<file path="src/rtl/fpnew_value_packer.sv">
// fpnew_value_packer: two-stage pipelined encoder from {sign, signed exponent,
// integer mantissa} to a packed FpFormat value, round-to-nearest-even with
// saturation to max finite. Define FPNEW_PACK_FTZ_EN for flush-to-zero;
// otherwise subnormals are produced with gradual underflow.
// The minimal fpnew_pkg subset the packer depends on is carried in this file.

package fpnew_pkg;
  typedef enum logic [2:0] {
    FP32    = 3'd0,
    FP64    = 3'd1,
    FP16    = 3'd2,
    FP8     = 3'd3,
    FP16ALT = 3'd4
  } fp_format_e;

  typedef struct packed {
    int unsigned exp_bits;
    int unsigned man_bits;
  } fp_encoding_t;

  localparam int unsigned NUM_FP_FORMATS = 5;
  localparam fp_encoding_t [0:NUM_FP_FORMATS-1] FP_ENCODINGS = '{
    '{8, 23}, '{11, 52}, '{5, 10}, '{5, 2}, '{8, 7}
  };

  typedef struct packed {
    logic is_normal;
    logic is_subnormal;
    logic is_zero;
    logic is_inf;
    logic is_nan;
    logic is_signalling;
    logic is_quiet;
    logic is_boxed;
  } fp_info_t;

  function automatic int unsigned exp_bits(fp_format_e fmt);
    return FP_ENCODINGS[fmt].exp_bits;
  endfunction

  function automatic int unsigned man_bits(fp_format_e fmt);
    return FP_ENCODINGS[fmt].man_bits;
  endfunction

  function automatic int unsigned fp_width(fp_format_e fmt);
    return 1 + FP_ENCODINGS[fmt].exp_bits + FP_ENCODINGS[fmt].man_bits;
  endfunction

  function automatic int unsigned bias(fp_format_e fmt);
    return (2 ** (FP_ENCODINGS[fmt].exp_bits - 1)) - 1;
  endfunction
endpackage

module fpnew_value_packer #(
  parameter fpnew_pkg::fp_format_e FpFormat = fpnew_pkg::fp_format_e'(2),
  parameter int unsigned MAN_IN_WIDTH = 24,
  parameter int unsigned EXP_IN_WIDTH = 8,
  localparam int unsigned WIDTH = fpnew_pkg::fp_width(FpFormat)
) (
  input  logic                    clk_i,
  input  logic                    rst_i,
  input  logic                    in_valid_i,
  output logic                    in_ready_o,
  input  logic                    sign_i,
  input  logic [EXP_IN_WIDTH-1:0] exponent_i,
  input  logic [MAN_IN_WIDTH-1:0] mantissa_i,
  output logic                    out_valid_o,
  input  logic                    out_ready_i,
  output logic [WIDTH-1:0]        result_o,
  output fpnew_pkg::fp_info_t     info_o,
  output logic                    of_o,
  output logic                    uf_o,
  output logic                    nx_o
);
  localparam int unsigned EXP_BITS = fpnew_pkg::exp_bits(FpFormat);
  localparam int unsigned MAN_BITS = fpnew_pkg::man_bits(FpFormat);
  localparam int unsigned BIAS     = fpnew_pkg::bias(FpFormat);
  localparam int unsigned M        = MAN_IN_WIDTH;
  localparam int unsigned BE_W     = EXP_IN_WIDTH + 2;
  localparam int unsigned LZC_W    = $clog2(M + 1);
  localparam int unsigned SH_W     = $clog2(M + 2);
  localparam int unsigned RW       = BE_W + MAN_BITS;

  localparam logic signed [BE_W-1:0] BE_ONE   = BE_W'(1);
  localparam logic signed [BE_W-1:0] BE_SHMAX = BE_W'(M + 1);
  localparam logic [BE_W-1:0]        MAX_BE   = BE_W'((1 << EXP_BITS) - 1);
  localparam logic [EXP_BITS-1:0]    MAX_EXP_FIELD = {{(EXP_BITS-1){1'b1}}, 1'b0};

  // Slot handshake: s2 drains to the consumer, s1 feeds s2.
  logic s1_valid, s2_valid, s1_load, s2_load;
  assign s2_load     = !s2_valid || out_ready_i;
  assign s1_load     = !s1_valid || s2_load;
  assign in_ready_o  = s1_load;
  assign out_valid_o = s2_valid;

  // ---------------- stage 1: normalize / denormalize ----------------
  logic [LZC_W-1:0]       lzc;
  logic                   lzc_found;
  logic signed [BE_W-1:0] exp_ext, lzc_ext, bias_ext, be_raw, shift_full;
  logic [M-1:0]           norm;
  logic [2*M-1:0]         wide;
  logic [SH_W-1:0]        sh;
  logic [M-1:0]           mant_next;
  logic                   sticky_next, tiny_next;
  logic [BE_W-1:0]        be_next;

  // Leading-zero count of the incoming mantissa.
  always_comb begin
    lzc       = '0;
    lzc_found = 1'b0;
    for (int i = M - 1; i >= 0; i--) begin
      if (!lzc_found) begin
        if (mantissa_i[i]) lzc_found = 1'b1;
        else               lzc = lzc + LZC_W'(1);
      end
    end
  end

  // Biased exponent, normalizing shift and the right shift into the subnormal range.
  always_comb begin
    exp_ext    = {{2{exponent_i[EXP_IN_WIDTH-1]}}, exponent_i};
    lzc_ext    = BE_W'(lzc);
    bias_ext   = BE_W'(BIAS);
    be_raw     = exp_ext - lzc_ext + bias_ext;
    norm       = mantissa_i << lzc;
    shift_full = BE_ONE - be_raw;
    sh         = (shift_full > BE_SHMAX) ? SH_W'(BE_SHMAX) : SH_W'(shift_full);
    wide       = {norm, {M{1'b0}}} >> sh;
    if (be_raw < BE_ONE) begin
      mant_next   = wide[2*M-1:M];
      sticky_next = |wide[M-1:0];
      tiny_next   = 1'b1;
      be_next     = '0;
    end else begin
      mant_next   = norm;
      sticky_next = 1'b0;
      tiny_next   = 1'b0;
      be_next     = be_raw;
    end
  end

  logic            s1_sign, s1_zero, s1_sticky, s1_tiny;
  logic [M-1:0]    s1_mant;
  logic [BE_W-1:0] s1_be;

  // Slot s1 register: captures the normalized beat when the slot advances.
  always_ff @(posedge clk_i or posedge rst_i) begin
    if (rst_i) begin
      s1_valid  <= 1'b0;
      s1_sign   <= 1'b0;
      s1_zero   <= 1'b0;
      s1_sticky <= 1'b0;
      s1_tiny   <= 1'b0;
      s1_mant   <= '0;
      s1_be     <= '0;
    end else if (s1_load) begin
      s1_valid <= in_valid_i;
      if (in_valid_i) begin
        s1_sign   <= sign_i;
        s1_zero   <= (mantissa_i == '0);
        s1_sticky <= sticky_next;
        s1_tiny   <= tiny_next;
        s1_mant   <= mant_next;
        s1_be     <= be_next;
      end
    end
  end

  // ---------------- stage 2: round / pack / classify ----------------
  logic [MAN_BITS-1:0] frac;
  logic                guard, sticky, round_up, inexact, overflow;
  logic [RW-1:0]       rounded;
  logic [BE_W-1:0]     rnd_be;
  logic [WIDTH-1:0]    res_next;
  logic                of_next, uf_next, nx_next;
  fpnew_pkg::fp_info_t info_next;

  // RNE on {exponent, fraction}: a fraction carry bumps the exponent, which
  // also lifts a subnormal into the minimum normal binade.
  always_comb begin
    frac     = s1_mant[M-2 -: MAN_BITS];
    guard    = s1_mant[M-2-MAN_BITS];
    sticky   = (|s1_mant[M-3-MAN_BITS:0]) | s1_sticky;
    round_up = guard & (sticky | frac[0]);
    inexact  = guard | sticky;
    rounded  = {s1_be, frac} + RW'(round_up);
    rnd_be   = rounded[RW-1:MAN_BITS];
    overflow = (rnd_be >= MAX_BE);
    res_next = '0;
    of_next  = 1'b0;
    uf_next  = 1'b0;
    nx_next  = 1'b0;
    if (s1_zero) begin
      res_next = {s1_sign, {(WIDTH-1){1'b0}}};
`ifdef FPNEW_PACK_FTZ_EN
    end else if (s1_tiny) begin
      res_next = {s1_sign, {(WIDTH-1){1'b0}}};
      uf_next  = 1'b1;
      nx_next  = 1'b1;
`endif
    end else if (overflow) begin
      res_next = {s1_sign, MAX_EXP_FIELD, {MAN_BITS{1'b1}}};
      of_next  = 1'b1;
      nx_next  = 1'b1;
    end else begin
      res_next = {s1_sign, rnd_be[EXP_BITS-1:0], rounded[MAN_BITS-1:0]};
      nx_next  = inexact;
      uf_next  = inexact & s1_tiny;
    end
  end

  // Class of the packed value, identical to what the operand classifier reports.
  always_comb begin
    info_next              = '0;
    info_next.is_boxed     = 1'b1;
    info_next.is_normal    = (res_next[WIDTH-2 -: EXP_BITS] != '0);
    info_next.is_subnormal = (res_next[WIDTH-2 -: EXP_BITS] == '0) && (res_next[MAN_BITS-1:0] != '0);
    info_next.is_zero      = (res_next[WIDTH-2:0] == '0);
  end

  // Slot s2 register: output stage, held stable while the consumer stalls.
  always_ff @(posedge clk_i or posedge rst_i) begin
    if (rst_i) begin
      s2_valid <= 1'b0;
      result_o <= '0;
      info_o   <= '0;
      of_o     <= 1'b0;
      uf_o     <= 1'b0;
      nx_o     <= 1'b0;
    end else if (s2_load) begin
      s2_valid <= s1_valid;
      if (s1_valid) begin
        result_o <= res_next;
        info_o   <= info_next;
        of_o     <= of_next;
        uf_o     <= uf_next;
        nx_o     <= nx_next;
      end
    end
  end
endmodule

</file>
<file path="config.mk">
export PLATFORM = sky130hd
export DESIGN_NAME = fpnew_value_packer
export DESIGN_NICKNAME = d
export VERILOG_FILES = /design/src/rtl/fpnew_value_packer.sv
export SDC_FILE = /design/constraint.sdc
export NUM_CORES = 1
export LEC_CHECK = 0
export BUFFER_PORTS_ARGS = -buffer_cell sky130_fd_sc_hd__buf_2
export CORE_MARGIN = 2
export CORE_UTILIZATION = 58
export CTS_BUF_LIST = sky130_fd_sc_hd__clkbuf_2 sky130_fd_sc_hd__clkbuf_4 sky130_fd_sc_hd__clkbuf_8
export DETAILED_ROUTE_END_ITERATION = 8
export MAX_ROUTING_LAYER = met4
export PLACE_DENSITY_LB_ADDON = 0.25
export SETUP_SLACK_MARGIN = 0.5
export SLEW_MARGIN = 0
export SYNTH_ARGS = -nofsm -noshare
export SYNTH_HDL_FRONTEND = slang
export SYNTH_SLANG_ARGS = --single-unit
</file>
<file path="constraint.sdc">
create_clock -name clk_i -period 2.97 [get_ports clk_i]
set_clock_uncertainty 0.1 [all_clocks]
set_input_delay 0.7425 -clock clk_i [delete_from_list [all_inputs] [get_ports clk_i]]
set_output_delay 0.7425 -clock clk_i [all_outputs]
set_load 0.02 [all_outputs]
</file>
==> impl_metrics.json, run 1 <==
{
  "outcome": "did not finish",
  "lastStage": "global routing",
  "stop_error": "[ERROR GRT-0232] Routing congestion too high. Check the congestion heatmap in the GUI.",
  "numCtsBuffers": 9,
  "synth.avg_cell_area_um2": 7.21,
  "cts_hold_buf": 0,
  "synth_top_area_frac": 0.165,
  "synth_enable_flop_cells": 0,
  "ys_warn_count": 0,
  "io_buffers": 61,
  "gp_congestion": 1.02,
  "boundaryPins": 66,
  "synthesis.area_mm2": 0.00939,
  "synth-seq-cells": 62,
  "worst_endpoint_kind": "sequential cell input",
  "cts_max_path_buffers": 2,
  "ys_seq_area_frac": 0.165,
  "h-tree-depth": 3,
  "dp_hpwl_um": 30800,
  "grt_usage": 1.13,
  "cts.sinks": 62,
  "synth_flop_cell": "dfrtp_1",
  "async_reset_ff_frac": 1.00,
  "cts_root_buf": "clkbuf_8",
  "placementRows": 46,
  "initial_core_util": 0.593,
  "synth_cell_types": 97,
  "grt.overflow.total": 2344,
  "fp.dieH_um": 131,
  "synth_area_leader_cell": "dfrtp_1",
  "synth_area_leaders": "dfrtp_1 (17%), nand2_1 (6.6%), mux2i_1 (5.4%), nor2_1 (5.3%), ha_1 (4.8%)",
  "grt_max_degree": 55,
  "worst_endpoint": "s1_sticky$_DFFE_PP0P_/D",
  "pre_cts_ws_ns": -15.94,
  "postSynthCellCount": 1302,
  "die_w_um": 131
}
-- cells by family after synthesis --
logic type | after synthesis | share of synthesized area
mux | 76 | 0.0874
xor+xnor | 63 | 0.0656
flops | 62 | 0.165
simple gates | 522 | 0.268
buf+inv | 128 | 0.0562
other cells | 1 | 0.000399
fa+ha+maj | 39 | 0.0522
compound gates | 411 | 0.305
-- layer usage --
layer	GRT overflow	track usage
met5	-	-
met4	379	1.17
met3	29	0.838
met2	1878	1.54
met1	58	0.953
-- through the flow --
stage          cell area, um^2  setup TNS, ns  instances   util
3_5_place_dp             13200        -512.49       1908  0.836
2_1_floorplan            10200        -485.33       1305      -
3_3_place_gp             13200        -483.88       1908  0.836
4_1_cts                  14300        -481.79       1966  0.905
-- repair_timing --
item,in CTS
setup buffers,43
setup endpoints to repair,56
hold endpoints to repair,0
gates resized for setup,119
pin swaps,90
cloned,0
-- synthesized netlist by cell type, drive strengths merged (18+ instances only) --
cell    instances
and3           19
nand2         166
nor2          134
buf            25
mux2i          52
nand3          31
a21o           22
dfrtp          62
and2           21
o21ai          82
a21oi          69
nor3           39
nor4           19
mux2           22
ha             36
o31ai          23
xnor2          38
xor2           21
clkbuf         63
nor2b          19
o211ai         18
inv            40
a211oi         34
==> inputs of run 2 (changes only) <==
Settings changed: CORE_UTILIZATION 58 to 40, CTS_BUF_LIST sky130_fd_sc_hd__clkbuf_2 sky130_fd_sc_hd__clkbuf_4 sky130_fd_sc_hd__clkbuf_8 to default, MAX_ROUTING_LAYER met4 to default, PLACE_DENSITY_LB_ADDON 0.25 to 0.15, SETUP_SLACK_MARGIN 0.5 to default.
Clock period 2.97 ns to 3.9 ns, I/O delays scaled along.
==> impl_metrics.json, run 2 <==
{
  "violations": "negative setup slack",
  "boundaryPins": 66,
  "drv_cap": 0,
  "final_cell_mix": "buf_4 (453), nand2_1 (154), nor2_1 (119)",
  "dp.cells": 2013,
  "final_common_cell": "buf_4",
  "die_area_mm2": 0.0247,
  "synthesis.area_mm2": 0.00939,
  "worstSkewPairLatency_ns": 0.33,
  "synth_area_leader_cell": "dfrtp_1",
  "worst-setup-path-type": "in -> reg",
  "synth.avg_cell_area_um2": 7.21,
  "period_needed_ns": 18.18,
  "ys_seq_area_frac": 0.165,
  "cts_tree": "built",
  "core_mm2": 0.0233,
  "setup_viol": 34,
  "fin_crit_sh": 4.66,
  "drtPass1Iterations": 5,
  "syn_to_final_growth_pct": 61.7,
  "drt_iter0_markers": 881,
  "cts.sinks": 62,
  "placed_area_mm2": 0.0133,
  "synth-seq-cells": 62,
  "leakage_uw": 0.00689,
  "detail_route.wl_per_cell_um": 17.9,
  "wirelength_um": 37700,
  "fin_area_mm2": 0.0152,
  "postSynthCellCount": 1302,
  "grt_first_pass_wirelength_um": 59000,
  "cts_max_path_buffers": 2,
  "cp.arrival_ns": 18.29,
  "io_buffers": 61,
  "placementRows": 56,
  "slew_viol_final": 0,
  "yosys.cell_count.top_type": "nand2_1",
  "synth_cell_types": 97,
  "grt_setup_unrepaired": "true",
  "multi_input_area_mm2": 0.00854,
  "drc": 0,
  "regMostFlops": "s1_mant",
  "layout-drive-gt1-share": 0.446,
  "gp_congestion": 0.967,
  "required_ns": 4.01,
  "hold_viol": 0,
  "outcome": "finished with violations",
  "viasPerCell": 5.68,
  "vdd_ir_drop_max_uv": 354,
  "dr_total_vias": 11943,
  "maxSlewHeadroom": 0.313,
  "numCtsBuffers": 9,
  "cts_root_buf": "clkbuf_16",
  "ys_warn_count": 0,
  "end_kind": "flip-flop",
  "grt_max_degree": 55,
  "crit_top_cell": "ha_1",
  "synth_area_leaders": "dfrtp_1 (17%), nand2_1 (6.6%), mux2i_1 (5.4%), nor2_1 (5.3%), ha_1 (4.8%)",
  "path_clk_slew_ns": 0.06,
  "cellPowerDensity_mw_per_mm2": 335,
  "post-route-util": 0.653,
  "top_regs": "s1_mant x23, result_o x16, s1_be x10",
  "grt.overflow.total": 0,
  "tightest_slew_ns": 1.03,
  "antenna_found_initial": 1,
  "initial_core_util": 0.404,
  "worst-path-max-fanout": 6,
  "fmax_mhz": 55.0,
  "power.total_uw": 5090,
  "n_fill_cell": 2047,
  "finalNonFillerCells": 2104,
  "max_stage_delay_ns": 0.49,
  "layout.nets": 1854,
  "cts_hold_buf": 0,
  "fp.dieH_um": 157,
  "dp_hpwl_um": 28700,
  "antenna_left": 0,
  "synth_flop_cell": "dfrtp_1",
  "grt_usage": 0.296,
  "antenna-diode-count": 0,
  "cp_slowest_cell": "fa_2",
  "async_reset_ff_frac": 1.00,
  "regArea_mm2": 0.00155,
  "min_path_type": "reg -> reg",
  "h-tree-depth": 3,
  "setup_ws_ns": -14.28,
  "first_global_vias": 11504,
  "largest_reg_flops": 23,
  "synth_top_area_frac": 0.165,
  "critPathLaunchType": "input pin",
  "synth_enable_flop_cells": 0,
  "die_w_um": 157,
  "synth_commonest_cells": "nand2_1 (165), nor2_1 (133), o21ai_0 (73)"
}
==> run 2: cell type report <==
type | count | area share
Clock buffer | 10 | 0.0157
Clock inverter | 6 | 0.00618
Inverter | 40 | 0.0101
Multi-Input combinational cell | 1115 | 0.562
Sequential cell | 62 | 0.102
Tap cell | 319 | 0.0263
Timing Repair Buffer | 552 | 0.277
==> run 2: worst max-delay path, delay by kind of cell <==
kind / cells / cell delay, ns
adder cells (fa/ha/maj): 24 / 6.70
AO/OA/AOI/OAI: 32 / 4.95
AND/OR/NAND/NOR: 23 / 2.92
multiplexers: 10 / 2.23
buffers and inverters: 7 / 0.37
XOR/XNOR: 1 / 0.14
==> run 2: kinds of logic (layout without fill, tap and decap cells) <==
logic type	after synthesis	after routing	share of synthesized area
xor gates and xnor gates	63	63	0.0656
and+or+nand+nor	522	522	0.268
muxes	76	76	0.0874
AOI/OAI and AO/OA	411	411	0.305
other	1	4	0.000399
adders and majority gates	39	39	0.0522
buffers and inverters	128	608	0.0562
DFF	62	62	0.165
==> run 2: metal layers <==
metal	vias to the layer above	GRT usage	wire (um)
li1	5799	-	-
met1	5711	0.368	16100
met2	345	0.531	18900
met3	88	0.0289	1560
met4	0	0.0996	1160
met5	-	0	0
==> run 2: path summary, 6_finish.rpt <==
kind                                 from           end  slack [ns]  cells after the start
setup / recovery           mantissa_i[22]     s1_sticky      -14.28                     97
hold / removal                  info_o[0]     info_o[0]        0.36                      1
setup reg to reg                s1_sticky     info_o[5]        0.28                     15
hold reg to reg                 info_o[0]     info_o[0]        0.36                      1
max in group asynchronous           rst_i  result_o[14]        2.58                      3
min in group asynchronous           rst_i    s1_mant[9]        0.49                      2
==> run 2: timing repair <==
action,CTS,global route
gates resized for setup,139,79
endpoints found under the setup margin,34,37
cloned,1,0
setup buffers,55,31
pin swaps,81,61
==> run 2: power breakdown <==
part | switching (uW) | internal (uW) | total (uW)
registers | 101 | 782 | 883
logic | 1710 | 1620 | 3330
clock network | 301 | 581 | 882
total | 2110 | 2980 | 5090
==> run 2: metrics by stage <==
step                      TNS (ns)  hold WS, ns  worst slack (ns)
after floorplan            -461.49        0.342            -15.01
after global placement     -454.30        0.344            -14.47
after detailed placement   -467.16        0.348            -14.94
after CTS                  -447.71        0.365            -14.24
after global routing       -474.06        0.391            -15.12
final                      -444.60        0.357            -14.28
No activity file was read; power rests on OpenSTA's default activity.
==> inputs of run 3 (changes only) <==
Settings changed: CTS_BUF_LIST from default to sky130_fd_sc_hd__clkbuf_2.
==> impl_metrics.json, run 3 (synthesis gave the netlist of run 2 again) <==
{
  "cts_root_buf": "clkbuf_2",
  "worstSkewPairLatency_ns": 0.53,
  "crit_top_cell": "ha_1",
  "dr_total_vias": 12104,
  "whs_ns": 0.284,
  "path_clk_slew_ns": 0.18,
  "slew_viol_final": 0,
  "placementRows": 56,
  "vdd_ir_drop_max_uv": 178,
  "cts_tree": "built",
  "min_path_type": "in -> async",
  "grt_usage": 0.294,
  "power_frac_comb": 0.722,
  "setup_ws_ns": -14.20,
  "antenna_found_initial": 1,
  "first_global_vias": 11465,
  "h-tree-depth": 3,
  "worst-setup-path-type": "in -> reg",
  "final.setup.tns_ns": -437.47,
  "critPathLaunchType": "input pin",
  "layout.nets": 1861,
  "grt_setup_unrepaired": "true",
  "rr_startpoint": "s1_sticky",
  "grt_first_pass_wirelength_um": 58600,
  "violations": "negative setup slack",
  "die_area_mm2": 0.0247,
  "hold_viol": 0,
  "cp.arrival_ns": 18.40,
  "fin_crit_sh": 4.64,
  "max_stage_delay_ns": 0.57,
  "boundaryPins": 66,
  "final_cell_mix": "buf_4 (441), nand2_1 (151), nor2_1 (117)",
  "gp_congestion": 0.967,
  "finalNonFillerCells": 2113,
  "power_frac_clock": 0.098,
  "viasPerCell": 5.73,
  "top_regs": "s1_mant x23, result_o x16, s1_be x10",
  "cp_slowest_cell": "or4_4",
  "internal-power_uw": 2730,
  "largest_reg_flops": 23,
  "numCtsBuffers": 9,
  "fmax_mhz": 55.3,
  "wirelength_um": 38000,
  "antenna_left": 0,
  "fp.dieH_um": 157,
  "drtPass1Iterations": 7,
  "drv_cap": 0,
  "dp_hpwl_um": 28700,
  "placed_area_mm2": 0.0133,
  "leakage_uw": 0.00691,
  "detail_route.wl_per_cell_um": 18.0,
  "pre_cts_ws_ns": -14.94,
  "cts_max_path_buffers": 2,
  "required_ns": 4.21,
  "final_common_cell": "buf_4",
  "crit_path_start": "mantissa_i[22]",
  "cellPowerDensity_mw_per_mm2": 318,
  "initial_core_util": 0.404,
  "die_w_um": 157,
  "drt_iter0_markers": 913,
  "io_buffers": 61,
  "fin_area_mm2": 0.0154,
  "end_kind": "flip-flop",
  "worst-path-max-fanout": 5,
  "p_sw_uw": 2150,
  "netSwitchingFraction": 0.441,
  "grt.overflow.total": 0,
  "outcome": "finished with violations",
  "grt_max_degree": 55,
  "layout-drive-gt1-share": 0.458,
  "dp.cells": 2013,
  "core_mm2": 0.0233,
  "syn_to_final_growth_pct": 63.6,
  "maxSlewHeadroom": 0.305,
  "regMostFlops": "s1_mant",
  "sequentialPowerShare": 0.180,
  "cts.sinks": 62,
  "period_needed_ns": 18.10,
  "drc": 0,
  "setup_viol": 34,
  "tightest_slew_ns": 1.04
}
[run 3: cell types whose count changed in the layout (fill, tap and decap cells not counted), sizes merged]
cell    delta
diode      +2
clkbuf     -1
buf        +7
clkinv     +1
[run 3: worst max-delay path: cells and delay by family]
kind            cells  cell delay, ns
compound gates     35            5.75
fa+ha+maj          25            6.84
buf+inv             8            0.52
mux                10            2.14
simple gates       19            2.20
[run 3: timing repair]
action,CTS,global route
pin swaps,80,81
resized for setup,139,150
cloned,2,0
hold buffers,0,0
setup endpoints to repair,34,36
buffers inserted,50,45
[run 3: worst paths after layout]
kind / end / slack, ns / cells past startpoint
max: s1_sticky / -14.20 / 97
min: s1_mant[9] / 0.28 / 2
max reg2reg: info_o[5] / 0.30 / 16
min reg2reg: info_o[0] / 0.39 / 1
max in group asynchronous: s1_sign / 2.78 / 3
min in group clk_i: info_o[0] / 0.39 / 1
[run 3: power groups by stage]
| stage | logic, uW | registers [uW] | clock network [uW] |
|---|---|---|---|
| 5_1_grt | 3750 | 896 | 521 |
| 4_1_cts | 3060 | 877 | 494 |
| 6_report | 3520 | 879 | 480 |
| 3_3_place_gp | 2660 | 884 | 0 |
| 3_5_place_dp | 2680 | 891 | 0 |
| 2_1_floorplan | 1440 | 946 | 0 |
[run 3: final cells by class]
class | instances | area [um^2]
multi-input combinational | 1115 | 8730
fill | 1985 | 7900
timing repair buffer | 559 | 4380
sequential | 62 | 1550
tap | 319 | 399
inverter | 40 | 153
clock inverter | 7 | 97.6
clock buffer | 9 | 45.0
antenna | 2 | 5.00
[run 3: metal layers]
layer / routed length, um / track usage
met3: 1780 / 0.0339
met4: 1310 / 0.100
met5: 0 / 0
met2: 18900 / 0.524
met1: 16000 / 0.365
[run 3: through the flow]
| stage | utilization | power, uW |
|---|---|---|
| detailed placement | 0.570 | 3570 |
| CTS | 0.620 | 4430 |
| finish | 0.660 | 4880 |
| global route | 0.660 | 5170 |
| global placement | 0.570 | 3550 |
| floorplan | - | 2390 |
